--- config.mk ---
export PLATFORM = sky130hd
export DESIGN_NAME = inst_encoder
export DESIGN_NICKNAME = d
export VERILOG_FILES = /design/src/rtl/inst_encoder_pkg.sv /design/src/rtl/inst_encoder_field_packer.sv /design/src/rtl/inst_encoder.sv
export SDC_FILE = /design/constraint.sdc
export NUM_CORES = 1
export LEC_CHECK = 0
export BUFFER_PORTS_ARGS = -buffer_cell sky130_fd_sc_hd__buf_4
export CORE_MARGIN = 10
export CORE_UTILIZATION = 53
export DETAILED_ROUTE_END_ITERATION = 10
export PLACE_DENSITY = 0.82
export SLEW_MARGIN = 40
export SYNTH_ARGS = -nofsm -noshare
export SYNTH_HDL_FRONTEND = slang
export SYNTH_HIERARCHICAL = 1
export SYNTH_SLANG_ARGS = --single-unit
--- constraint.sdc ---
create_clock -name clk -period 3.7 [get_ports clk]
set_input_delay 0.37 -clock clk [delete_from_list [all_inputs] [get_ports clk]]
set_output_delay 0.37 -clock clk [all_outputs]
set_load 0.01 [all_outputs]
--- src/rtl/inst_encoder_pkg.sv ---
// ============================================================================
// inst_encoder_pkg
// Shared mnemonic codes, MIPS opcode/funct constants, exit-sequence words and
// state/format encodings for the instruction encoder.
// Rev 1.0
// ============================================================================
`default_nettype none

package inst_encoder_pkg;

    // Mnemonic codes presented on req_op; any other value is unsupported.
    localparam logic [5:0] ENC_OP_SLL     = 6'd0;
    localparam logic [5:0] ENC_OP_SRL     = 6'd1;
    localparam logic [5:0] ENC_OP_SRA     = 6'd2;
    localparam logic [5:0] ENC_OP_SLLV    = 6'd3;
    localparam logic [5:0] ENC_OP_SRLV    = 6'd4;
    localparam logic [5:0] ENC_OP_SRAV    = 6'd5;
    localparam logic [5:0] ENC_OP_JR      = 6'd6;
    localparam logic [5:0] ENC_OP_SYSCALL = 6'd7;
    localparam logic [5:0] ENC_OP_ADD     = 6'd8;
    localparam logic [5:0] ENC_OP_ADDU    = 6'd9;
    localparam logic [5:0] ENC_OP_SUB     = 6'd10;
    localparam logic [5:0] ENC_OP_SUBU    = 6'd11;
    localparam logic [5:0] ENC_OP_AND     = 6'd12;
    localparam logic [5:0] ENC_OP_OR      = 6'd13;
    localparam logic [5:0] ENC_OP_XOR     = 6'd14;
    localparam logic [5:0] ENC_OP_NOR     = 6'd15;
    localparam logic [5:0] ENC_OP_SLT     = 6'd16;
    localparam logic [5:0] ENC_OP_SLTU    = 6'd17;
    localparam logic [5:0] ENC_OP_BLTZ    = 6'd18;
    localparam logic [5:0] ENC_OP_J       = 6'd19;
    localparam logic [5:0] ENC_OP_JAL     = 6'd20;
    localparam logic [5:0] ENC_OP_BEQ     = 6'd21;
    localparam logic [5:0] ENC_OP_BNE     = 6'd22;
    localparam logic [5:0] ENC_OP_ADDI    = 6'd23;
    localparam logic [5:0] ENC_OP_ADDIU   = 6'd24;
    localparam logic [5:0] ENC_OP_SLTI    = 6'd25;
    localparam logic [5:0] ENC_OP_SLTIU   = 6'd26;
    localparam logic [5:0] ENC_OP_ANDI    = 6'd27;
    localparam logic [5:0] ENC_OP_ORI     = 6'd28;
    localparam logic [5:0] ENC_OP_XORI    = 6'd29;
    localparam logic [5:0] ENC_OP_LUI     = 6'd30;
    localparam logic [5:0] ENC_OP_LB      = 6'd31;
    localparam logic [5:0] ENC_OP_LH      = 6'd32;
    localparam logic [5:0] ENC_OP_LW      = 6'd33;
    localparam logic [5:0] ENC_OP_LBU     = 6'd34;
    localparam logic [5:0] ENC_OP_LHU     = 6'd35;
    localparam logic [5:0] ENC_OP_SB      = 6'd36;
    localparam logic [5:0] ENC_OP_SH      = 6'd37;
    localparam logic [5:0] ENC_OP_SW      = 6'd38;

    // Primary opcodes (bits 31:26), identical to the decoder's view.
    localparam logic [5:0] OPC_SPECIAL = 6'h00;
    localparam logic [5:0] OPC_REGIMM  = 6'h01;
    localparam logic [5:0] OPC_J       = 6'h02;
    localparam logic [5:0] OPC_JAL     = 6'h03;
    localparam logic [5:0] OPC_BEQ     = 6'h04;
    localparam logic [5:0] OPC_BNE     = 6'h05;
    localparam logic [5:0] OPC_ADDI    = 6'h08;
    localparam logic [5:0] OPC_ADDIU   = 6'h09;
    localparam logic [5:0] OPC_SLTI    = 6'h0A;
    localparam logic [5:0] OPC_SLTIU   = 6'h0B;
    localparam logic [5:0] OPC_ANDI    = 6'h0C;
    localparam logic [5:0] OPC_ORI     = 6'h0D;
    localparam logic [5:0] OPC_XORI    = 6'h0E;
    localparam logic [5:0] OPC_LUI     = 6'h0F;
    localparam logic [5:0] OPC_LB      = 6'h20;
    localparam logic [5:0] OPC_LH      = 6'h21;
    localparam logic [5:0] OPC_LW      = 6'h23;
    localparam logic [5:0] OPC_LBU     = 6'h24;
    localparam logic [5:0] OPC_LHU     = 6'h25;
    localparam logic [5:0] OPC_SB      = 6'h28;
    localparam logic [5:0] OPC_SH      = 6'h29;
    localparam logic [5:0] OPC_SW      = 6'h2B;

    // SPECIAL funct codes (bits 5:0).
    localparam logic [5:0] FN_SLL     = 6'h00;
    localparam logic [5:0] FN_SRL     = 6'h02;
    localparam logic [5:0] FN_SRA     = 6'h03;
    localparam logic [5:0] FN_SLLV    = 6'h04;
    localparam logic [5:0] FN_SRLV    = 6'h06;
    localparam logic [5:0] FN_SRAV    = 6'h07;
    localparam logic [5:0] FN_JR      = 6'h08;
    localparam logic [5:0] FN_SYSCALL = 6'h0C;
    localparam logic [5:0] FN_ADD     = 6'h20;
    localparam logic [5:0] FN_ADDU    = 6'h21;
    localparam logic [5:0] FN_SUB     = 6'h22;
    localparam logic [5:0] FN_SUBU    = 6'h23;
    localparam logic [5:0] FN_AND     = 6'h24;
    localparam logic [5:0] FN_OR      = 6'h25;
    localparam logic [5:0] FN_XOR     = 6'h26;
    localparam logic [5:0] FN_NOR     = 6'h27;
    localparam logic [5:0] FN_SLT     = 6'h2A;
    localparam logic [5:0] FN_SLTU    = 6'h2B;

    // Exit sequence: addi $v0,$zero,10 ; syscall
    localparam logic [31:0] ENC_EXIT_W0 = 32'h2002000A;
    localparam logic [31:0] ENC_EXIT_W1 = 32'h0000000C;

    typedef enum logic [1:0] {
        S_IDLE  = 2'd0,
        S_TERM0 = 2'd1,
        S_TERM1 = 2'd2,
        S_DONE  = 2'd3
    } enc_state_e;

    // Field-layout classes; each decides which request fields survive.
    typedef enum logic [2:0] {
        FMT_R3   = 3'd0,  // rs rt rd
        FMT_SH   = 3'd1,  // rt rd shamt (constant shifts)
        FMT_JR   = 3'd2,  // rs only
        FMT_SYS  = 3'd3,  // funct only
        FMT_I    = 3'd4,  // rs rt imm
        FMT_LUI  = 3'd5,  // rt imm
        FMT_BLTZ = 3'd6,  // rs imm, rt forced to 0
        FMT_J    = 3'd7   // 26-bit target
    } enc_fmt_e;

endpackage

`default_nettype wire

--- src/rtl/inst_encoder_field_packer.sv ---
// ============================================================================
// inst_field_packer
// Combinational packer: mnemonic code plus fields -> 32-bit MIPS word and a
// supported flag. Fields unused by the op are forced to zero.
// Rev 1.0
// ============================================================================
`default_nettype none

module inst_field_packer
    import inst_encoder_pkg::*;
(
    input  logic [5:0]  op_i,
    input  logic [4:0]  rs_i,
    input  logic [4:0]  rt_i,
    input  logic [4:0]  rd_i,
    input  logic [4:0]  shamt_i,
    input  logic [15:0] imm_i,
    input  logic [25:0] target_i,
    output logic [31:0] word_o,
    output logic        supported_o
);

    logic [5:0] w_opc;
    logic [5:0] w_fn;
    enc_fmt_e   w_fmt;

    // Classify the mnemonic: primary opcode, funct and field layout.
    always_comb begin
        w_opc       = OPC_SPECIAL;
        w_fn        = 6'h00;
        w_fmt       = FMT_SYS;
        supported_o = 1'b1;
        case (op_i)
            ENC_OP_SLL:     begin w_fmt = FMT_SH; w_fn = FN_SLL;  end
            ENC_OP_SRL:     begin w_fmt = FMT_SH; w_fn = FN_SRL;  end
            ENC_OP_SRA:     begin w_fmt = FMT_SH; w_fn = FN_SRA;  end
            ENC_OP_SLLV:    begin w_fmt = FMT_R3; w_fn = FN_SLLV; end
            ENC_OP_SRLV:    begin w_fmt = FMT_R3; w_fn = FN_SRLV; end
            ENC_OP_SRAV:    begin w_fmt = FMT_R3; w_fn = FN_SRAV; end
            ENC_OP_JR:      begin w_fmt = FMT_JR; w_fn = FN_JR;   end
            ENC_OP_SYSCALL: begin w_fmt = FMT_SYS; w_fn = FN_SYSCALL; end
            ENC_OP_ADD:     begin w_fmt = FMT_R3; w_fn = FN_ADD;  end
            ENC_OP_ADDU:    begin w_fmt = FMT_R3; w_fn = FN_ADDU; end
            ENC_OP_SUB:     begin w_fmt = FMT_R3; w_fn = FN_SUB;  end
            ENC_OP_SUBU:    begin w_fmt = FMT_R3; w_fn = FN_SUBU; end
            ENC_OP_AND:     begin w_fmt = FMT_R3; w_fn = FN_AND;  end
            ENC_OP_OR:      begin w_fmt = FMT_R3; w_fn = FN_OR;   end
            ENC_OP_XOR:     begin w_fmt = FMT_R3; w_fn = FN_XOR;  end
            ENC_OP_NOR:     begin w_fmt = FMT_R3; w_fn = FN_NOR;  end
            ENC_OP_SLT:     begin w_fmt = FMT_R3; w_fn = FN_SLT;  end
            ENC_OP_SLTU:    begin w_fmt = FMT_R3; w_fn = FN_SLTU; end
            ENC_OP_BLTZ:    begin w_fmt = FMT_BLTZ; w_opc = OPC_REGIMM; end
            ENC_OP_J:       begin w_fmt = FMT_J; w_opc = OPC_J;   end
            ENC_OP_JAL:     begin w_fmt = FMT_J; w_opc = OPC_JAL; end
            ENC_OP_BEQ:     begin w_fmt = FMT_I; w_opc = OPC_BEQ;   end
            ENC_OP_BNE:     begin w_fmt = FMT_I; w_opc = OPC_BNE;   end
            ENC_OP_ADDI:    begin w_fmt = FMT_I; w_opc = OPC_ADDI;  end
            ENC_OP_ADDIU:   begin w_fmt = FMT_I; w_opc = OPC_ADDIU; end
            ENC_OP_SLTI:    begin w_fmt = FMT_I; w_opc = OPC_SLTI;  end
            ENC_OP_SLTIU:   begin w_fmt = FMT_I; w_opc = OPC_SLTIU; end
            ENC_OP_ANDI:    begin w_fmt = FMT_I; w_opc = OPC_ANDI;  end
            ENC_OP_ORI:     begin w_fmt = FMT_I; w_opc = OPC_ORI;   end
            ENC_OP_XORI:    begin w_fmt = FMT_I; w_opc = OPC_XORI;  end
            ENC_OP_LUI:     begin w_fmt = FMT_LUI; w_opc = OPC_LUI; end
            ENC_OP_LB:      begin w_fmt = FMT_I; w_opc = OPC_LB;  end
            ENC_OP_LH:      begin w_fmt = FMT_I; w_opc = OPC_LH;  end
            ENC_OP_LW:      begin w_fmt = FMT_I; w_opc = OPC_LW;  end
            ENC_OP_LBU:     begin w_fmt = FMT_I; w_opc = OPC_LBU; end
            ENC_OP_LHU:     begin w_fmt = FMT_I; w_opc = OPC_LHU; end
            ENC_OP_SB:      begin w_fmt = FMT_I; w_opc = OPC_SB;  end
            ENC_OP_SH:      begin w_fmt = FMT_I; w_opc = OPC_SH;  end
            ENC_OP_SW:      begin w_fmt = FMT_I; w_opc = OPC_SW;  end
            default:        supported_o = 1'b0;
        endcase
    end

    // Assemble the word, keeping only the fields the layout owns.
    always_comb begin
        word_o = 32'h0000_0000;
        case (w_fmt)
            FMT_R3:   word_o = {OPC_SPECIAL, rs_i, rt_i, rd_i, 5'd0, w_fn};
            FMT_SH:   word_o = {OPC_SPECIAL, 5'd0, rt_i, rd_i, shamt_i, w_fn};
            FMT_JR:   word_o = {OPC_SPECIAL, rs_i, 15'd0, w_fn};
            FMT_SYS:  word_o = {26'd0, w_fn};
            FMT_I:    word_o = {w_opc, rs_i, rt_i, imm_i};
            FMT_LUI:  word_o = {w_opc, 5'd0, rt_i, imm_i};
            FMT_BLTZ: word_o = {OPC_REGIMM, rs_i, 5'd0, imm_i};
            FMT_J:    word_o = {w_opc, target_i};
            default:  word_o = 32'h0000_0000;
        endcase
    end

endmodule

`default_nettype wire

--- src/rtl/inst_encoder.sv ---
// ============================================================================
// inst_encoder
// Accepts symbolic instruction requests over valid/ready, writes the packed
// words sequentially to instruction memory and appends an exit sequence on
// finish.
// Rev 1.0
// ============================================================================
`default_nettype none

module inst_encoder
    import inst_encoder_pkg::*;
#(
    parameter int ADDR_W    = 10,
    parameter int DEPTH     = 1024,
    parameter int BASE_ADDR = 0
) (
    input  logic                         clk,
    input  logic                         rst_n,
    input  logic                         req_valid,
    output logic                         req_ready,
    input  logic [5:0]                   req_op,
    input  logic [4:0]                   req_rs,
    input  logic [4:0]                   req_rt,
    input  logic [4:0]                   req_rd,
    input  logic [4:0]                   req_shamt,
    input  logic [15:0]                  req_imm,
    input  logic [25:0]                  req_target,
    input  logic                         finish,
    output logic                         im_w_en,
    output logic [ADDR_W-1:0]            im_addr,
    output logic [31:0]                  im_data,
    output logic [$clog2(DEPTH+1)-1:0]   count,
    output logic                         done,
    output logic                         err_unsupported,
    output logic                         err_overflow
);

    localparam int CNT_W = $clog2(DEPTH+1);

    // The write pointer never wraps, so the window must fit the address space.
    if (BASE_ADDR + DEPTH > (1 << ADDR_W)) begin : g_addr_range_check
        $error("inst_encoder: BASE_ADDR + DEPTH exceeds 2**ADDR_W");
    end

    enc_state_e        state_q, state_d;
    logic [ADDR_W-1:0] ptr_q, ptr_d;
    logic [ADDR_W-1:0] addr_q, addr_d;
    logic [CNT_W-1:0]  cnt_q, cnt_d;
    logic [31:0]       data_q, data_d;
    logic              wen_q, wen_d;
    logic              unsup_q, unsup_d;
    logic              ovf_q, ovf_d;
    logic              fullv_q, fullv_d;   // valid was seen while full last cycle

    logic [31:0]       w_word;
    logic              w_supported;
    logic              w_space;
    logic              w_xfer;

    inst_field_packer u_packer (
        .op_i        (req_op),
        .rs_i        (req_rs),
        .rt_i        (req_rt),
        .rd_i        (req_rd),
        .shamt_i     (req_shamt),
        .imm_i       (req_imm),
        .target_i    (req_target),
        .word_o      (w_word),
        .supported_o (w_supported)
    );

    assign w_space         = (cnt_q < CNT_W'(DEPTH));
    assign req_ready       = (state_q == S_IDLE) && w_space;
    assign w_xfer          = req_valid && req_ready;

    assign im_w_en         = wen_q;
    assign im_addr         = addr_q;
    assign im_data         = data_q;
    assign count           = cnt_q;
    assign done            = (state_q == S_DONE);
    assign err_unsupported = unsup_q;
    assign err_overflow    = ovf_q;

    // Next-state: accept/encode requests, then emit the two exit words.
    always_comb begin
        state_d = state_q;
        ptr_d   = ptr_q;
        addr_d  = addr_q;
        cnt_d   = cnt_q;
        data_d  = data_q;
        wen_d   = 1'b0;
        unsup_d = unsup_q;
        ovf_d   = ovf_q;
        fullv_d = 1'b0;
        case (state_q)
            S_IDLE: begin
                fullv_d = !w_space && req_valid;
                if (!w_space && req_valid && fullv_q) begin
                    ovf_d = 1'b1;
                end
                if (w_xfer) begin
                    if (w_supported) begin
                        wen_d  = 1'b1;
                        addr_d = ptr_q;
                        data_d = w_word;
                        ptr_d  = ptr_q + ADDR_W'(1);
                        cnt_d  = cnt_q + CNT_W'(1);
                    end else begin
                        unsup_d = 1'b1;
                    end
                end
                // Free-slot check includes a word accepted in this same cycle.
                if (finish) begin
                    if ((32'(DEPTH) - 32'(cnt_d)) >= 32'd2) begin
                        state_d = S_TERM0;
                    end else begin
                        ovf_d   = 1'b1;
                        state_d = S_DONE;
                    end
                end
            end
            S_TERM0: begin
                wen_d   = 1'b1;
                addr_d  = ptr_q;
                data_d  = ENC_EXIT_W0;
                ptr_d   = ptr_q + ADDR_W'(1);
                cnt_d   = cnt_q + CNT_W'(1);
                state_d = S_TERM1;
            end
            S_TERM1: begin
                wen_d   = 1'b1;
                addr_d  = ptr_q;
                data_d  = ENC_EXIT_W1;
                ptr_d   = ptr_q + ADDR_W'(1);
                cnt_d   = cnt_q + CNT_W'(1);
                state_d = S_DONE;
            end
            default: begin
                state_d = S_DONE;
            end
        endcase
    end

    // State and registered write-port outputs; reset aborts any load at once.
    always_ff @(posedge clk or negedge rst_n) begin
        if (!rst_n) begin
            state_q <= S_IDLE;
            ptr_q   <= ADDR_W'(BASE_ADDR);
            addr_q  <= '0;
            cnt_q   <= '0;
            data_q  <= 32'h0000_0000;
            wen_q   <= 1'b0;
            unsup_q <= 1'b0;
            ovf_q   <= 1'b0;
            fullv_q <= 1'b0;
        end else begin
            state_q <= state_d;
            ptr_q   <= ptr_d;
            addr_q  <= addr_d;
            cnt_q   <= cnt_d;
            data_q  <= data_d;
            wen_q   <= wen_d;
            unsup_q <= unsup_d;
            ovf_q   <= ovf_d;
            fullv_q <= fullv_d;
        end
    end

endmodule

`default_nettype wire

==> results.rst <==
.. list-table::
   :header-rows: 1

   * - Metric
     - Value
   * - Fmax
     - between 0.3 and 0.4 GHz
   * - Async SR Flop Fraction
     - 100.0%
   * - Largest area contributor in the netlist
     - sky130_fd_sc_hd__dfrtp_1
   * - P&R area growth vs syn
     - 24.80%
   * - PD cells
     - 302.6 nW/um2
   * - Total detailed-routing wirelength
     - 12580 um
   * - Std-Cell Rows
     - 33
   * - Count of cells resized by post-cts repair
     - 0
   * - Multi-input logic area
     - ~2600 um2
   * - Average cell area after synthesis
     - 8.997 um2
   * - Overflow left after global routing
     - 0
   * - Clock-pin transition on the worst setup and hold timing paths
     - 0.08 ns
   * - Syn_nets
     - 590
   * - Worst rel slew slack
     - a little over half
   * - First-pass GRT wire length
     - ~21000 um
   * - Gr usage total
     - 19.07%
   * - Share of the yosys chip area belonging to registers
     - 37.78%
   * - Routed via count divided by cell count
     - 5.775
   * - IR drop worst, VDD
     - ~0.19 mV
   * - Detailed-route wire length on metal 1
     - approximately 5500 um
   * - # H-tree levels
     - 3
   * - Number of buffers between clock root and the deepest sink
     - 2
   * - Chip height
     - 112.9 um
   * - Final antenna-violating net count
     - 0
   * - CTS Hold Buffers Added
     - 0
   * - Number of distinct library cells after synthesis
     - 72
   * - Total number of vias
     - 4181
   * - Pin count of the biggest net entering global routing
     - 70
   * - Wire length on met3
     - 1009 um
   * - Final worst clock skew
     - 0.009705 ns
   * - Detailed-routing iteration count for the pre-antenna-repair pass
     - 4
   * - CP Class
     - reg2reg
   * - Core area
     - between 8000 and 9000 um2
   * - Final worst-path cycle share
     - 87.63%
   * - Most common flop cell mapped by yosys
     - sky130_fd_sc_hd__dfrtp_1
   * - Maximum fanout along the worst path
     - 12
   * - Gate count after technology mapping
     - 508
   * - Register bit total from synthesis
     - 69
   * - Number of violations of the max-capacitance limit
     - 0
   * - Final net count
     - 696
   * - Setup violation total in the final timing report
     - 0
   * - Width of the die
     - 112.9 um
   * - Worst Setup End Kind
     - register
   * - N_diodes
     - 0
   * - Cell at the root of the clock tree
     - sky130_fd_sc_hd__clkbuf_8
   * - Run status
     - finished, final reports clean
   * - Fraction of layout instances using a drive strength above 1
     - 29.24%
   * - Clock latency on the worst-skew pair
     - 0.35 ns
   * - Boundary Pins
     - 130
   * - Placed insts
     - 708
   * - Routability cong.
     - 0.8524
   * - Mean routed wirelength per cell
     - 17.38 um
   * - TritonCTS clock tree
     - yes
   * - Type of the worst min-delay path
     - in2async
   * - Wire length on met2
     - 5893 um
   * - Filler cell count
     - 659
   * - Summed instance area of the synthesized netlist
     - between 4000 and 5000 um2
   * - Worst reg2reg setup slack
     - 0.46 ns
   * - Static leakage
     - 2.628 nW
   * - Count of routing violations after the opening detailed-route iteration
     - 188
   * - Number of cells in the finished layout apart from fillers
     - slightly above 700
   * - Top cell type's share of synthesized area
     - 37.78%
   * - Pins over their slew limit
     - 0
   * - Number of buffers inserted during clock tree synthesis
     - 9
   * - Buffers inserted by post-CTS timing repair
     - 0
   * - Sequential cell area in the final layout
     - 1727 um2
   * - Top layer reached by signal wires
     - met4
   * - Area enclosed by the die boundary
     - about 13000 um2
   * - Required time worst endpoint
     - between 3 and 4 ns
   * - Clock period minus worst slack
     - 3.242 ns
   * - Most instantiated library cell after synthesis
     - sky130_fd_sc_hd__dfrtp_1
   * - EDFF count, synth
     - 0
   * - Final hold violations
     - 0
   * - Largest cells by area after synthesis
     - sky130_fd_sc_hd__dfrtp_1, sky130_fd_sc_hd__nand2_1, sky130_fd_sc_hd__nand2b_1
   * - Total DRC errors in the routed layout
     - 0
   * - Initial cell density of the core
     - 55.07%
   * - Transition at the pin with the smallest max-transition slack
     - between 0.6 and 0.7 ns
   * - Number of buffers added on ports
     - between 100 and 150
   * - Unrepaired setup endpoints after global routing
     - no
   * - Sink Count
     - 69
   * - Post-synth top cells
     - sky130_fd_sc_hd__dfrtp_1, sky130_fd_sc_hd__nand2_1, sky130_fd_sc_hd__o21ai_0, sky130_fd_sc_hd__nand2b_1, sky130_fd_sc_hd__xnor2_1
   * - Vias in the first global route
     - 4013
   * - Count of synthesis-stage warnings from yosys
     - 6
   * - Sum of net half-perimeters after detailed placement
     - 9229 um
   * - Critical path data arrival time
     - 3.50 ns
   * - Kind of launch point of the worst setup path
     - register
   * - Initial antenna violation count
     - 0
   * - Setup TNS
     - 0 ns
-- path summary, 6_finish.rpt --
kind                                   startpoint                       to  cells after the start
setup / recovery           state_q[1]$_DFFE_PN0P_   state_q[1]$_DFFE_PN0P_                     10
hold reg to reg              ptr_q[9]$_DFFE_PN0P_     ptr_q[9]$_DFFE_PN0P_                      1
max in group asynchronous                   rst_n  im_data[29]$_DFFE_PN0P_                      1
hold / removal                              rst_n   im_addr[6]$_DFFE_PN0P_                      1
min in group clk                           finish   state_q[1]$_DFFE_PN0P_                      2
setup reg to reg           state_q[1]$_DFFE_PN0P_   state_q[1]$_DFFE_PN0P_                     10
-- cell type report --
class | instances | share of cell area (%)
Clock buffer | 9 | 2.172
Clock inverter | 7 | 0.9651
Inverter | 11 | 0.7238
Multi-Input combinational cell | 388 | 45.73
Sequential cell | 69 | 30.27
Tap cell | 105 | 2.303
Timing Repair Buffer | 135 | 17.83
-- metrics by stage --
step | total power [mW] | util (%) | cell area [um2] | hold WS [ns] | setup WS (ns)
6_report | 1.726 | 68.73 | 5704 | 0.003632 | 0.4579
5_1_grt | 1.806 | 68.73 | 5704 | 0.04931 | 0.2023
4_1_cts | 1.742 | 68.73 | 5704 | 0.02703 | 0.4702
3_5_place_dp | 1.161 | 66.58 | 5525 | 0.4167 | 0.4338
3_3_place_gp | 1.152 | 66.46 | 5515 | 0.4649 | 0.5603
2_1_floorplan | 0.9935 | - | 4571 | 0.07441 | 0.6658
-- registers in the layout, summed over array words and instances, names as in the netlist --
signal,cells
im_w_en,1
state_q,2
ptr_q,10
err_overflow,1
im_data,32
count,11
im_addr,10
fullv_q,1
err_unsupported,1
-- cell families (layout without fill, tap and decap cells) --
| family | count (synthesis) | after routing | share of synthesized area (%) |
|---|---|---|---|
| xor gates and xnor gates | 28 | 28 | 5.366 |
| adders and majority gates | 10 | 10 | 2.737 |
| and+or+nand+nor | 191 | 191 | 22.75 |
| AOI/OAI and AO/OA | 138 | 138 | 21.27 |
| muxes | 20 | 20 | 4.709 |
| buffers and inverters | 51 | 162 | 5.311 |
| DFF | 69 | 69 | 37.78 |
| other | 1 | 1 | 0.08205 |
-- cells in the final DEF (no fill, tap or decap), types with 3 or more instances in the layout --
cell                       count
sky130_fd_sc_hd__o211ai_1      4
sky130_fd_sc_hd__a211oi_1      6
sky130_fd_sc_hd__inv_6         4
sky130_fd_sc_hd__xor2_1        8
sky130_fd_sc_hd__a21o_1        5
sky130_fd_sc_hd__nand4_1       6
sky130_fd_sc_hd__nand2_1      62
sky130_fd_sc_hd__dfrtp_1      69
sky130_fd_sc_hd__ha_1         10
sky130_fd_sc_hd__mux2_2       12
sky130_fd_sc_hd__inv_1        11
sky130_fd_sc_hd__nand2b_1     35
sky130_fd_sc_hd__nor3_1       10
sky130_fd_sc_hd__o22ai_1       3
sky130_fd_sc_hd__xnor2_1      20
sky130_fd_sc_hd__a221o_1      10
sky130_fd_sc_hd__nand3_1      15
sky130_fd_sc_hd__a32oi_1       7
sky130_fd_sc_hd__buf_4       134
sky130_fd_sc_hd__nor2_1       19
sky130_fd_sc_hd__a31oi_1       5
sky130_fd_sc_hd__nor3b_1       7
sky130_fd_sc_hd__a22o_1       11
sky130_fd_sc_hd__a21oi_1      13
sky130_fd_sc_hd__nor2b_1       8
sky130_fd_sc_hd__nor4_1        5
sky130_fd_sc_hd__clkbuf_8      9
sky130_fd_sc_hd__o21ai_1       8
sky130_fd_sc_hd__o21ai_0      43
sky130_fd_sc_hd__mux2i_1       8
-- worst max-delay path: stages (launching register included) --
cell and delay, ns:
sky130_fd_sc_hd__dfrtp_1 0.42, sky130_fd_sc_hd__inv_1 0.14, sky130_fd_sc_hd__ha_1 0.48, sky130_fd_sc_hd__and4b_1 0.45
sky130_fd_sc_hd__xnor2_1 0.19, sky130_fd_sc_hd__ha_1 0.24, sky130_fd_sc_hd__o31ai_2 0.13, sky130_fd_sc_hd__or4_1 0.53
sky130_fd_sc_hd__a21oi_1 0.17, sky130_fd_sc_hd__o221ai_1 0.17, sky130_fd_sc_hd__a41oi_1 0.24
-- where the power goes --
part           switching (mW)  total, mW  internal [mW]  leakage, nW
logic                   0.167      0.331          0.163         1.63
clock network           0.328      0.579          0.251       0.0870
registers              0.0292      0.816          0.787        0.906
-- layer usage --
layer	vias up	global-route usage [%]
met5	-	0
met4	0	4.399
met3	12	6.656
met2	143	29.61
met1	1984	24.91
li1	2042	-
Power figures use the tool's default switching activity.
